==> src/rtl/apb_slv_pkg.sv <==
// Shared types and register indices for the APB completer register bank.
package apb_slv_pkg;

   typedef enum logic [1:0] {
      ST_IDLE  = 2'b00,
      ST_WAIT  = 2'b01,
      ST_READY = 2'b10
   } apb_slv_state_t;

   localparam int unsigned REG_ID   = 0;
   localparam int unsigned REG_STAT = 1;

endpackage

==> src/rtl/apb_slv_regfile.sv <==
// Word register storage with read-only ID/STAT slots and a combinational read mux.
module apb_slv_regfile
   import apb_slv_pkg::*;
#(
   parameter int unsigned     DATA_W   = 32,
   parameter int unsigned     NUM_REGS = 8,
   parameter int unsigned     IDX_W    = $clog2(NUM_REGS),
   parameter logic [DATA_W-1:0] ID_VALUE = 32'hA9B5_0001
) (
   input  logic                       i_clk,
   input  logic                       i_reset,
   input  logic                       i_we,
   input  logic [IDX_W-1:0]           i_widx,
   input  logic [DATA_W-1:0]          i_wdata,
   input  logic [IDX_W-1:0]           i_ridx,
   input  logic [DATA_W-1:0]          i_stat,
   output logic [DATA_W-1:0]          o_rdata,
   output logic [NUM_REGS*DATA_W-1:0] o_regs
);

   logic [DATA_W-1:0] r_mem [2:NUM_REGS-1];
   logic [DATA_W-1:0] w_view [NUM_REGS];

   // Slots 0 and 1 have no storage; the guard keeps stray writes harmless.
   always_ff @(posedge i_clk or posedge i_reset) begin
      if (i_reset) begin
         for (int i = 2; i < NUM_REGS; i++) r_mem[i] <= '0;
      end else if (i_we && (i_widx >= IDX_W'(2))) begin
         r_mem[i_widx] <= i_wdata;
      end
   end

   always_comb begin
      w_view[REG_ID]   = ID_VALUE;
      w_view[REG_STAT] = i_stat;
      for (int i = 2; i < NUM_REGS; i++) w_view[i] = r_mem[i];
   end

   assign o_rdata = w_view[i_ridx];

   always_comb begin
      o_regs = '0;
      for (int i = 0; i < NUM_REGS; i++) o_regs[i*DATA_W +: DATA_W] = w_view[i];
   end

endmodule

==> src/rtl/apb_slave_regs.sv <==
// APB3 completer owning a small word register bank, with programmable wait states
// and pslverr on out-of-window accesses or writes to the read-only slots.
module apb_slave_regs
   import apb_slv_pkg::*;
#(
   parameter int unsigned       DATA_W      = 32,
   parameter int unsigned       NUM_REGS    = 8,
   parameter logic [31:0]       BASE_ADDR   = 32'hDEAD_CAE0,
   parameter int unsigned       WAIT_CYCLES = 2,
   parameter logic [DATA_W-1:0] ID_VALUE    = 32'hA9B5_0001
) (
   input  logic                       clk,
   input  logic                       reset,
   input  logic                       psel_i,
   input  logic                       penable_i,
   input  logic [31:0]                paddr_i,
   input  logic                       pwrite_i,
   input  logic [DATA_W-1:0]          pwdata_i,
   output logic                       pready_o,
   output logic [DATA_W-1:0]          prdata_o,
   output logic                       pslverr_o,
   output logic [NUM_REGS*DATA_W-1:0] regs_o
);

   localparam int unsigned IDX_W = $clog2(NUM_REGS);

   apb_slv_state_t     r_state;
   logic [3:0]         r_cnt;
   logic [IDX_W-1:0]   r_idx;
   logic               r_write;
   logic [DATA_W-1:0]  r_wdata;
   logic               r_err;
   logic               r_pready;
   logic [DATA_W-1:0]  r_prdata;
   logic               r_pslverr;
   logic [15:0]        r_wr_cnt;
   logic [15:0]        r_rd_cnt;

   logic               w_setup;
   logic               w_hit;
   logic [IDX_W-1:0]   w_addr_idx;
   logic               w_addr_err;
   logic               w_cur_err;
   logic               w_cur_write;
   logic [IDX_W-1:0]   w_rd_idx;
   logic [DATA_W-1:0]  w_rdata;
   logic [DATA_W-1:0]  w_load_data;
   logic               w_commit;
   logic               w_we;
   logic [DATA_W-1:0]  w_stat;
   logic               w_unused_addr;

   assign w_unused_addr = ^paddr_i[1:0];
   assign w_setup       = psel_i & ~penable_i;
   assign w_hit         = paddr_i[31:IDX_W+2] == BASE_ADDR[31:IDX_W+2];
   assign w_addr_idx    = paddr_i[IDX_W+1:2];
   assign w_addr_err    = ~w_hit | (pwrite_i & ((w_addr_idx == IDX_W'(REG_ID)) |
                                                (w_addr_idx == IDX_W'(REG_STAT))));

   // With zero wait states the response is loaded on the setup edge itself, before latching.
   assign w_cur_err   = (r_state == ST_IDLE) ? w_addr_err : r_err;
   assign w_cur_write = (r_state == ST_IDLE) ? pwrite_i   : r_write;
   assign w_rd_idx    = (r_state == ST_IDLE) ? w_addr_idx : r_idx;
   assign w_load_data = (w_cur_err | w_cur_write) ? '0 : w_rdata;

   assign w_commit = (r_state == ST_READY) & psel_i & penable_i & r_pready & ~r_err;
   assign w_we     = w_commit & r_write;
   assign w_stat   = DATA_W'({r_wr_cnt, r_rd_cnt});

   always_ff @(posedge clk or posedge reset) begin
      if (reset) begin
         r_state   <= ST_IDLE;
         r_cnt     <= '0;
         r_idx     <= '0;
         r_write   <= 1'b0;
         r_wdata   <= '0;
         r_err     <= 1'b0;
         r_pready  <= 1'b0;
         r_prdata  <= '0;
         r_pslverr <= 1'b0;
         r_wr_cnt  <= '0;
         r_rd_cnt  <= '0;
      end else begin
         case (r_state)
            ST_IDLE: begin
               if (w_setup) begin
                  r_idx   <= w_addr_idx;
                  r_write <= pwrite_i;
                  r_wdata <= pwdata_i;
                  r_err   <= w_addr_err;
                  if (WAIT_CYCLES == 0) begin
                     r_state   <= ST_READY;
                     r_pready  <= 1'b1;
                     r_prdata  <= w_load_data;
                     r_pslverr <= w_cur_err;
                  end else begin
                     r_state <= ST_WAIT;
                     r_cnt   <= 4'(WAIT_CYCLES - 1);
                  end
               end
            end
            ST_WAIT: begin
               if (!psel_i) begin
                  r_state <= ST_IDLE;
               end else if (r_cnt == '0) begin
                  r_state   <= ST_READY;
                  r_pready  <= 1'b1;
                  r_prdata  <= w_load_data;
                  r_pslverr <= w_cur_err;
               end else begin
                  r_cnt <= r_cnt - 4'd1;
               end
            end
            ST_READY: begin
               r_state   <= ST_IDLE;
               r_pready  <= 1'b0;
               r_prdata  <= '0;
               r_pslverr <= 1'b0;
               if (w_commit) begin
                  if (r_write) r_wr_cnt <= r_wr_cnt + 16'd1;
                  else         r_rd_cnt <= r_rd_cnt + 16'd1;
               end
            end
            default: r_state <= ST_IDLE;
         endcase
      end
   end

   apb_slv_regfile #(
      .DATA_W   (DATA_W),
      .NUM_REGS (NUM_REGS),
      .IDX_W    (IDX_W),
      .ID_VALUE (ID_VALUE)
   ) u_regfile (
      .i_clk   (clk),
      .i_reset (reset),
      .i_we    (w_we),
      .i_widx  (r_idx),
      .i_wdata (r_wdata),
      .i_ridx  (w_rd_idx),
      .i_stat  (w_stat),
      .o_rdata (w_rdata),
      .o_regs  (regs_o)
   );

   assign pready_o  = r_pready;
   assign prdata_o  = r_prdata;
   assign pslverr_o = r_pslverr;

endmodule

==> config.mk <==
export PLATFORM = sky130hd
export DESIGN_NAME = apb_slave_regs
export DESIGN_NICKNAME = d
export VERILOG_FILES = /design/src/rtl/apb_slv_pkg.sv /design/src/rtl/apb_slv_regfile.sv /design/src/rtl/apb_slave_regs.sv
export SDC_FILE = /design/constraint.sdc
export NUM_CORES = 1
export LEC_CHECK = 0
export BUFFER_PORTS_ARGS = -buffer_cell sky130_fd_sc_hd__buf_2
export CAP_MARGIN = 20
export CORE_ASPECT_RATIO = 0.8
export CORE_MARGIN = 3
export CORE_UTILIZATION = 50
export DETAILED_ROUTE_END_ITERATION = 10
export PLACE_DENSITY = 0.76
export SYNTH_ARGS = -nofsm -noshare
export SYNTH_HDL_FRONTEND = slang
export SYNTH_HIERARCHICAL = 1
export SYNTH_SLANG_ARGS = --single-unit
export TNS_END_PERCENT = 50
==> constraint.sdc <==
create_clock -name clk -period 15.3 [get_ports clk]
set_input_delay 3.06 -clock clk [delete_from_list [all_inputs] [get_ports clk]]
set_output_delay 3.06 -clock clk [all_outputs]
set_load 0.01 [all_outputs]
==> results of run 1 <==
## how the worst max path moves through the flow
stage                           from                    end  slack (ps)  cells past startpoint
after floorplan                reset  u_regfile/o_regs[100]        7010                      1
after global placement    paddr_i[3]            prdata_o[3]        9570                      7
after detailed placement  paddr_i[3]            prdata_o[3]        9580                      7
after CTS                 paddr_i[3]            prdata_o[3]       10140                      7
after global routing      paddr_i[3]            prdata_o[3]        9980                      7
final                     paddr_i[3]            prdata_o[3]       10100                      7
## registers in the layout (all words and copies together) (netlist names)
register / count
prdata_o: 32
pready_o: 1
pslverr_o: 1
r_cnt: 4
r_err: 1
r_idx: 3
r_rd_cnt: 16
r_state: 2
r_wdata: 32
r_wr_cnt: 16
r_write: 1
u_regfile/o_regs: 192
## worst max-delay path: cells and delay by family
| family | cells | cell delay (ps) |
|---|---|---|
| AOI/OAI and AO/OA | 3 | 700 |
| muxes | 2 | 1070 |
| buffers and inverters | 2 | 750 |
## area by class of cell
cell class	count	area, um2
repair buffers	344	1770
well taps	357	447
clock buffers	43	901
clock inverters	10	111
multi-input cells	608	5600
fillers	2113	10400
diodes	1	2.50
inverters	19	83.8
flip-flops and latches	301	7530
## cells in the final DEF, fill, tap and decap left out, types with 6 or more instances in the layout
| cell type | n |
|---|---|
| buf_2 | 324 |
| dfrtp_1 | 301 |
| mux2_2 | 225 |
| mux2i_1 | 74 |
| a221oi_1 | 44 |
| a22o_1 | 34 |
| conb_1 | 32 |
| clkbuf_16 | 31 |
| nand2_1 | 25 |
| buf_4 | 20 |
| mux2_1 | 18 |
| inv_1 | 17 |
| xnor2_1 | 16 |
| xor2_1 | 15 |
| o21ai_0 | 12 |
| nor2_1 | 10 |
| nand3_1 | 10 |
| nand4_1 | 10 |
| a221o_1 | 10 |
| o221ai_1 | 10 |
| clkbuf_8 | 8 |
| nor3_1 | 7 |
| nand4b_1 | 6 |
## per-stage QoR
| stage | instance area [um2] | hold slack (ps) | utilization [%] |
|---|---|---|---|
| finish | 16500 | 498 | 61.3 |
| global route | 16400 | 515 | 61.2 |
| floorplan | 14000 | 463 | - |
| detailed placement | 15400 | 488 | 57.5 |
| global placement | 15400 | 485 | 57.5 |
| CTS | 16400 | 504 | 61.2 |
## power groups by stage
stage / clock network (mW) / registers [mW] / logic, mW
2_1_floorplan: 0 / 0.889 / 0.199
3_3_place_gp: 0 / 0.908 / 0.260
3_5_place_dp: 0 / 0.911 / 0.265
4_1_cts: 0.763 / 0.897 / 0.267
5_1_grt: 0.795 / 0.906 / 0.286
6_report: 0.750 / 0.898 / 0.268
## cell families (layout without fill, tap and decap cells)
group | after synthesis | count (layout)
adder cells (fa/ha/maj) | 4 | 4
other | 2 | 33
AND/OR/NAND/NOR | 106 | 106
buffers and inverters | 145 | 416
flip-flops | 301 | 301
AO/OA/AOI/OAI | 116 | 116
multiplexers | 319 | 319
XOR/XNOR | 31 | 31
## routing by layer
layer  wire [um]  part of all wire (%)
met5           7                 0.017
met3        3790                   9.3
met2       18700                    46
met1       17500                    43
met4         961                   2.3
==> metrics.txt, run 1 <==
Clk pin slew, worst setup/hold paths 60 ps; Pwr Density 116 mW/mm2; top cells by instance count after synthesis dfrtp_1, mux2_2, mux2i_1, buf_4, a221oi_1; dpl hpwl 27300 um; Setup TNS 0 ps; required time of the critical path 15740 ps; PnR Total Power 1.92 mW; power share of the sequential group 46.9%; fin crit period 5200 ps; Worst path most repeated cell a221oi_1; initial antenna violation count 1; Mapped Avg Cell Area 13.6 um2; Via density 5.91; post_cts resized 0; Max Freq 192 MHz; startpoint types primary input; I/O pins 359; gr usage total 26.9%; top cells by area, synth dfrtp_1, mux2_2, mux2i_1, buf_4, a221oi_1; # placed instances 1629; Core Area 0.0269 mm2; final hold vios 0; clock power share 39.1%; gr ovfl total 0; # nets final 1378; Setup Fix Bufs, Post-CTS 0; H-tree levels 1; cell count after synthesis 1024; DR WL/cell 24.3 um; Placer Congestion 0.814; Worst Max-Slew Pin Slew 1220 ps; Max IR drop VDD 0.0864 mV; CP max stage delay 670 ps; switching power 0.534 mW; Distinct cells, synth 50; DRT iter0 DRCs 729; multiplexer share of the synthesized area 25.1%; Syn-to-layout area delta 18.2%; main combinational cell family by area after synthesis multiplexers; worst reg-to-reg path cell count 7; Cells on Worst Hold Path 1; pre-CTS WS 9580 ps; Hold Path Origin prdata_o[5]; CTS Buf Count 31; Max Cap Viol 0; run status finished, final reports clean; GR met1 Demand/Resource 37.7%; input/output buffers 324; Comb pwr share 14.0%; hold-fix buffer count after cts 0; root buf cell clkbuf_16; DR vias 9946; Synth top area share 54.1%; layout cell share with drive strength beyond 1 47.8%; grt met2 use 42.5%; mapped cell area 0.0139 mm2; Longest Clk Path Bufs 3; pin count of the biggest net entering global routing 117; R2R Path End prdata_o[3]; drt total wl 40900 um; GRT busiest layer met2; crit path cell chain buf_2 > mux2_4 > buf_4 > mux2_2 > a221oi_1 > a221oi_1 > a22o_1; crit-path max FO 45; synthesis warning total 6; proportion of synthesized chip area in sequential cells 54.1%; max_slew headroom 18.2%; Synth Area in Adders 0.360%; drt pass-1 iters 5; Compound-Gate Fraction of Synth Area 6.95%; slowest cell on the critical path mux2_4; total die area 0.0299 mm2; CTS tree done; Yosys reg bits 301; # DRC 0; FF-to-FF Start r_state[0]; nature of the critical path endpoint flip-flop; internal power 1.38 mW; Synth Flop Type dfrtp_1; count leader, synth dfrtp_1; Die Wd 193 um; largest area contributor in the netlist dfrtp_1; worst setup margin 10100 ps; hold path endpoint prdata_o[5]; period utilisation layout 34.0%; Lkg Pwr 8.97 nW; Post-Synth Simple-Gate Area 4.75%; Die Y 155 um; met3 usage 6.67%; clk sinks 301; Setup Skew 12.8 ps; RSZ-0062 raised after global routing false; number of synthesized flops with an enable pin 0; first-pass GRT wire length 61700 um; clk_lat worst skew 550 ps; CP arrival 5640 ps; FFs w/ async S/R, synth 100%; vias in the first global route 9996; Crit Path Category in -> reg; non-filler cells, final 1683; # setup viols final 0; FP Rows 53; Initial Util 51.8%; HP Class reg -> reg; post-route ant nets 0; xor and xnor fraction of the mapped netlist area 1.95%; Slew Limit Fails 0; R2R setup slack 11840 ps; switching part of the total 27.9%
No activity file was read; power rests on OpenSTA's default activity.
==> inputs of run 2 (changes only) <==
--- a/config.mk
+++ b/config.mk
@@ -5,13 +5,14 @@
 export SDC_FILE = /design/constraint.sdc
 export NUM_CORES = 1
 export LEC_CHECK = 0
+export ABC_AREA = 1
 export BUFFER_PORTS_ARGS = -buffer_cell sky130_fd_sc_hd__buf_2
 export CAP_MARGIN = 20
 export CORE_ASPECT_RATIO = 0.8
 export CORE_MARGIN = 3
 export CORE_UTILIZATION = 50
 export DETAILED_ROUTE_END_ITERATION = 10
-export PLACE_DENSITY = 0.76
+export PLACE_DENSITY = 0.75
 export SYNTH_ARGS = -nofsm -noshare
 export SYNTH_HDL_FRONTEND = slang
 export SYNTH_HIERARCHICAL = 1
==> constraint.sdc (replaced) <==
create_clock -name clk -period 5.36 [get_ports clk]
set_input_delay 1.072 -clock clk [delete_from_list [all_inputs] [get_ports clk]]
set_output_delay 1.072 -clock clk [all_outputs]
set_load 0.01 [all_outputs]
==> run 2 against run 1 <==
  * Global-route usage up 1.9 points
  * Register-to-register slack worse by 10000 ps
  * Design area up 9.0%
  * Clock skew down 0.84 ps
  * Cell count up 62%
  * Critical path type is now reg -> reg
  * Total power rose to 3.4 times the previous value
  * Sequential share of layout area down 3.8 points
==> metrics.txt, run 2 <==
run status finished, final reports clean; Core Area 0.0298 mm2 (+11%); Yosys reg bits 301 (unchanged); post-route ant nets 0 (unchanged); PnR Total Power 6.48 mW (+240%); FFs w/ async S/R, synth 100% (unchanged); commonest non-fill, non-tap cells in the layout nand2_1, buf_2, dfrtp_1, inv_1, o21ai_0; Syn-to-layout area delta 16.5%; clk sinks 301 (unchanged); hold-fix buffer count after cts 0 (unchanged); # nets final 2374 (+72%); number of synthesized flops with an enable pin 0 (unchanged); I/O pins 359 (unchanged); count of buffer and inverter cells on the critical path 2 (unchanged); dpl hpwl 33600 um (+23%); FP Rows 56 (+5.7%); # DRC 0 (unchanged); startpoint types flip-flop; Placer Congestion 0.922 (+13%); Die Y 163 um (+4.9%); drt pass-1 iters 6 (+1); diodes inserted 0 (-1); gr usage total 28.8% (+1.9 points); pin count of the biggest net entering global routing 193 (+65%); DR vias 14053 (+41%); Setup Fix Bufs, Post-CTS 0 (unchanged); RSZ-0062 raised after global routing false; Worst path most repeated cell nand2_1; top cells by instance count after synthesis nand2_1, dfrtp_1, inv_1, o21ai_0, nand3_1; CP max stage delay 1010 ps (+340 ps); Crit Path Category reg -> reg; switching part of the total 35.3% (+7.5 points); proportion of synthesized chip area in sequential cells 48.9% (-5.2 points); final core utilization 60.2% (-1.1 points); CP arrival 4010 ps (-1630 ps); # setup viols final 0 (unchanged); worst reg-to-reg path cell count 13 (+6); Clk pin slew, worst setup/hold paths 60 ps (about the same); largest area contributor in the netlist dfrtp_1; crit path cell chain nor2_2 > nand2_1 > o21ai_4 > clkinv_2 > nor2_2 > nand2_1 > nand2_1 > nand2_1 > nand2_1 > inv_1 > nor2_2 > nand3_1 > nand2_1; Synth Flop Type dfrtp_1; Longest Clk Path Bufs 3 (unchanged); root buf cell clkbuf_16; DR WL/cell 17.7 um (-27%); H-tree levels 1 (unchanged); max_slew headroom 26.5% (+8.3 points); switching power 2.29 mW (+330%); number of flip-flops in the largest register 192 (unchanged); fin crit period 3500 ps; Max Cap Viol 0 (unchanged); delay-heaviest family, CP simple AND/OR/NAND/NOR gates; cell count after synthesis 2058 (+100%); post_cts resized 0 (unchanged); Via density 5.15 (-13%); top cells by area, synth dfrtp_1, nand2_1, o21ai_0, inv_1, nand3_1; required time of the critical path 5860 ps (-9880 ps); clk_lat worst skew 570 ps (+20 ps); crit-path max FO 40 (-11%); Max Freq 285 MHz; commonest non-fill, non-tap cell in the layout nand2_1; mapped cell area 0.0154 mm2 (+11%); gr ovfl total 0 (unchanged); cell count along the critical path 13 (+6); first-pass GRT wire length 74900 um (+21%); vias in the first global route 13468 (+35%); input/output buffers 324 (unchanged); Mapped Avg Cell Area 7.48 um2 (-45%); synthesis warning total 6 (unchanged); Lkg Pwr 9.81 nW (+9.3%); Comb pwr share 26.2% (+12 points); CTS tree done; Worst Max-Slew Pin Slew 1100 ps (-121 ps); final hold vios 0 (unchanged); initial antenna violation count 0 (-1); Initial Util 51.7% (-0.15 points); count leader, synth nand2_1; clock power share 33.9% (-5.2 points); Synth top area share 48.9% (-5.2 points); slowest cell on the critical path nor2_2; Setup Skew 12.0 ps (-0.842 ps); Distinct cells, synth 34 (-32%); total die area 0.0329 mm2 (+10%); layout cell share with drive strength beyond 1 19.6% (-28 points); DRT iter0 DRCs 1230 (+69%); Die Wd 202 um (+5.0%); Pwr Density 362 mW/mm2 (+210%); drt total wl 48300 um (+18%); Setup TNS 0 ps (unchanged); period utilisation layout 65.4%; nature of the critical path endpoint flip-flop; Slew Limit Fails 0 (unchanged); internal power 4.19 mW (+200%); CTS Buf Count 31 (unchanged); Max IR drop VDD 0.255 mV (+190%); Cells on Worst Hold Path 2 (+1); power share of the sequential group 39.8% (-7.1 points); HP Class reg -> reg
-- run 2: cell types whose count changed in the layout (fill, tap and decap cells not counted), moves of 34 or more --
cell      before  now
nand2_1       25  800
mux2i_1       74    0
a22o_1        34    0
a221oi_1      44    0
o21ai_0       12  196
inv_1         17  256
nor2_2         0   34
nor2_1        10   49
nand3_1       10  164
mux2_2       225    0
-- run 2: stage by stage --
stage / hold slack [ps] / area [um2] / cells / setup WS [ps]
4_1_cts: 479 / 17800 / 2724 / 1860
3_5_place_dp: 462 / 16800 / 2668 / 1660
2_1_floorplan: 449 / 15500 / 2088 / 1410
3_3_place_gp: 460 / 16800 / 2668 / 1720
5_1_grt: 502 / 17900 / 2730 / 1570
6_report: 474 / 17900 / 2730 / 1860
-- run 2: cell families after synthesis --
logic type / Yosys count / synth area share [%]
AOI/OAI and AO/OA: 220 / 7.22
xor gates and xnor gates: 24 / 1.37
adders and majority gates: 4 / 0.325
buffers and inverters: 428 / 13.1
DFF: 301 / 48.9
other: 2 / 0.0488
and+or+nand+nor: 1079 / 29.0
-- run 2: path summary, 6_finish.rpt --
kind                              from  slack [ps]           end
setup / recovery            r_state[1]        1860  prdata_o[19]
min in group asynchronous        reset         750   r_wr_cnt[5]
hold / removal             prdata_o[7]         470   prdata_o[7]
max in group asynchronous        reset        3440      r_idx[2]
hold reg to reg            prdata_o[7]         470   prdata_o[7]
setup reg to reg            r_state[1]        1860  prdata_o[19]
-- run 2: power groups by stage --
stage          clock network [mW]  logic [mW]  registers [mW]
2_1_floorplan                   0        1.13            2.63
4_1_cts                      2.23        1.69            2.58
6_report                     2.20        1.70            2.58
5_1_grt                      2.32        1.89            2.60
3_5_place_dp                    0        1.69            2.62
3_3_place_gp                    0        1.66            2.61
-- run 2: final cells by class --
cell class                      count  area, um2
Clock buffer                       43        881
Clock inverter                     13        144
Fill cell                        2738      11900
Inverter                          266       1010
Multi-Input combinational cell   1359       5990
Sequential cell                   301       7530
Tap cell                          406        508
Timing Repair Buffer              342       1860
-- run 2: worst min-delay path, cell delays in order (launching register included) --
cell and delay [ps]:
dfrtp_1 340, nand2_1 50, nand2_1 50
-- run 2: metal layers --
| layer | vias to the layer above | GRT usage, % | share of wire, % |
|---|---|---|---|
| met5 | - | 0 | 0 |
| met4 | 0 | 8.06 | 3.1 |
| met3 | 86 | 6.11 | 8.3 |
| met2 | 579 | 48.9 | 48 |
| met1 | 6692 | 37.7 | 40 |
| li1 | 6696 | - | - |
==> inputs of run 3 (changes only) <==
--- a/config.mk
+++ b/config.mk
@@ -10,9 +10,9 @@
 export CAP_MARGIN = 20
 export CORE_ASPECT_RATIO = 0.8
 export CORE_MARGIN = 3
-export CORE_UTILIZATION = 50
+export CORE_UTILIZATION = 49
 export DETAILED_ROUTE_END_ITERATION = 10
-export PLACE_DENSITY = 0.75
+export PLACE_DENSITY = 0.77
 export SYNTH_ARGS = -nofsm -noshare
 export SYNTH_HDL_FRONTEND = slang
 export SYNTH_HIERARCHICAL = 1
==> constraint.sdc (replaced) <==
create_clock -name clk -period 2.85 [get_ports clk]
set_input_delay 0.57 -clock clk [delete_from_list [all_inputs] [get_ports clk]]
set_output_delay 0.57 -clock clk [all_outputs]
set_load 0.01 [all_outputs]
==> run 3 against run 2 <==
  * Design area up 0.87%
  * Via count rose by 1.6%
  * Fmax increased by 38%
  * Wire length grew 0.23%
  * Non-clock buffer count rose by 21
  * Flip-flop and latch count unchanged
  * Register-to-register slack worse by 1600 ps
  * Utilization decreased by 1.2 points
  * Sequential share of layout area down 0.36 points
  * Global-route usage decreased by 0.41 points
  * Cell count increased by 0.99%
==> metrics.txt, run 3 (same netlist as run 2, synthesis figures left out) <==
Initial Util 50.2% (-1.5 points); fill count 2883 (+5.3%); clk sinks 301 (unchanged); PnR Total Power 12.2 mW (+88%); DR vias 14271 (+1.6%); final hold vios 0 (unchanged); input/output buffers 324 (unchanged); FF-to-FF Start r_state[1]; dpl hpwl 34900 um (+4.0%); diodes inserted 0 (unchanged); CTS tree done; crit path from r_state[1]; gr usage total 28.4% (-0.41 points); crit-path max FO 28 (-30%); Placer Congestion 0.886 (-3.9%); DRT iter0 DRCs 1250 (+1.6%); post-route ant nets 0 (unchanged); number of flip-flops in the largest register 192 (unchanged); pin count of the biggest net entering global routing 75 (-61%); first-pass GRT wire length 74800 um (-0.17%); # setup viols final 0 (unchanged); Die Wd 204 um (+0.98%); startpoint types flip-flop; Syn-to-layout area delta 17.5%; max_slew headroom 39.6% (+13 points); Max Freq 393 MHz (+38%); post_cts resized 0 (unchanged); I/O pins 359 (unchanged); Max IR drop VDD 0.487 mV (+91%); Core Area 0.0307 mm2 (+3.0%); nature of the critical path endpoint flip-flop; vias in the first global route 13437 (-0.23%); Crit Path Category reg -> reg; CP arrival 3000 ps (-1010 ps); Max Cap Viol 0 (unchanged); Slew Limit Fails 0 (unchanged); Longest Clk Path Bufs 3 (unchanged); period utilisation layout 89.3% (+24 points); pre-CTS WS 383 ps (-1280 ps); RSZ-0062 raised after global routing false; DR WL/cell 17.5 um (-0.76%); gr ovfl total 0 (unchanged); H-tree levels 1 (unchanged); commonest non-fill, non-tap cells in the layout nand2_1, buf_2, dfrtp_1, inv_1, o21ai_0; area of the multi-input gates 0.00599 mm2 (unchanged); initial antenna violation count 0 (unchanged); Die Y 165 um (+0.98%); Pwr Density 674 mW/mm2 (+86%); FP Rows 57 (+1.8%); HP Class in -> async; # nets final 2395 (+0.88%); required time of the critical path 3310 ps (-2550 ps); CTS Buf Count 31 (unchanged); run status finished, final reports clean; commonest non-fill, non-tap cell in the layout nand2_1; worst setup margin 304 ps (-1550 ps); drt pass-1 iters 8 (+2); clk_lat worst skew 570 ps (about the same); Setup Skew 11.5 ps (-0.500 ps); layout cell share with drive strength beyond 1 20.2% (+0.60 points); Worst Max-Slew Pin Slew 904 ps (-199 ps); drt total wl 48400 um (+0.23%); Setup Fix Bufs, Post-CTS 0 (unchanged); hold-fix buffer count after cts 0 (unchanged); Lkg Pwr 9.88 nW (+0.78%); total die area 0.0336 mm2 (+2.0%); Via density 5.18 (+0.56%); fin crit period 2550 ps (-958 ps); # DRC 0 (unchanged); Register Area 0.00753 mm2 (unchanged); root buf cell clkbuf_16; Clk pin slew, worst setup/hold paths 60 ps (about the same)
-- run 3: cell count changes in the layout (fill, tap and decap cells not counted), sizes merged --
cell / delta
bufinv: -1
clkinvlp: +1
buf: +21
clkbuf: +5
inv: -1
clkinv: -5
-- run 3: final timing paths --
kind	end	slack [ps]	cells past startpoint
hold reg to reg	prdata_o[31]	480	2
hold / removal	u_regfile/o_regs[193]	120	2
setup / recovery	prdata_o[20]	300	13
max in group asynchronous	u_regfile/o_regs[73]	1980	3
setup reg to reg	prdata_o[20]	300	13
min in group clk	r_wdata[30]	200	3
-- run 3: critical path, cell delays in order (launching register included) --
cell and delay, ps:
dfrtp_1 410, nor2_2 420, inv_1 260, nand2_1 180
o21ai_4 100, inv_1 250, buf_12 240, nand3_1 100
nand3_1 130, nand2_1 70, inv_1 60, nor2_2 40
nand3_1 110, nand2_1 60
-- run 3: per-layer routing --
layer	share of wire, %	track usage (%)	up-vias
met1	40	36.8	6861
met3	8.2	6.19	89
met2	49	48.0	579
met4	3.4	8.97	0
met5	0	0	-
li1	-	-	6742
-- run 3: through the flow --
| step | cell area (um2) | std cells | TNS [ps] | utilization, % | hold WS [ps] |
|---|---|---|---|---|---|
| after global routing | 18100 | 2757 | 0 | 59.0 | 151 |
| after floorplan | 15500 | 2088 | -37720 | - | 449 |
| final | 18100 | 2757 | 0 | 59.0 | 120 |
| after CTS | 18100 | 2757 | 0 | 59.0 | 109 |
| after detailed placement | 17100 | 2702 | 0 | 55.6 | 464 |
| after global placement | 17100 | 2702 | 0 | 55.6 | 460 |
-- run 3: area by class of cell --
cell class | instances | area share [%]
flip-flops and latches | 301 | 41.7
multi-input cells | 1359 | 33.1
repair buffers | 363 | 11.1
inverters | 266 | 5.59
clock buffers | 48 | 5.14
well taps | 413 | 2.86
clock inverters | 7 | 0.471
-- run 3: report_power, final --
group	internal [mW]	switching [mW]
sequential	4.62	0.250
clock	2.40	1.66
combinational	0.924	2.34
total	7.94	4.25
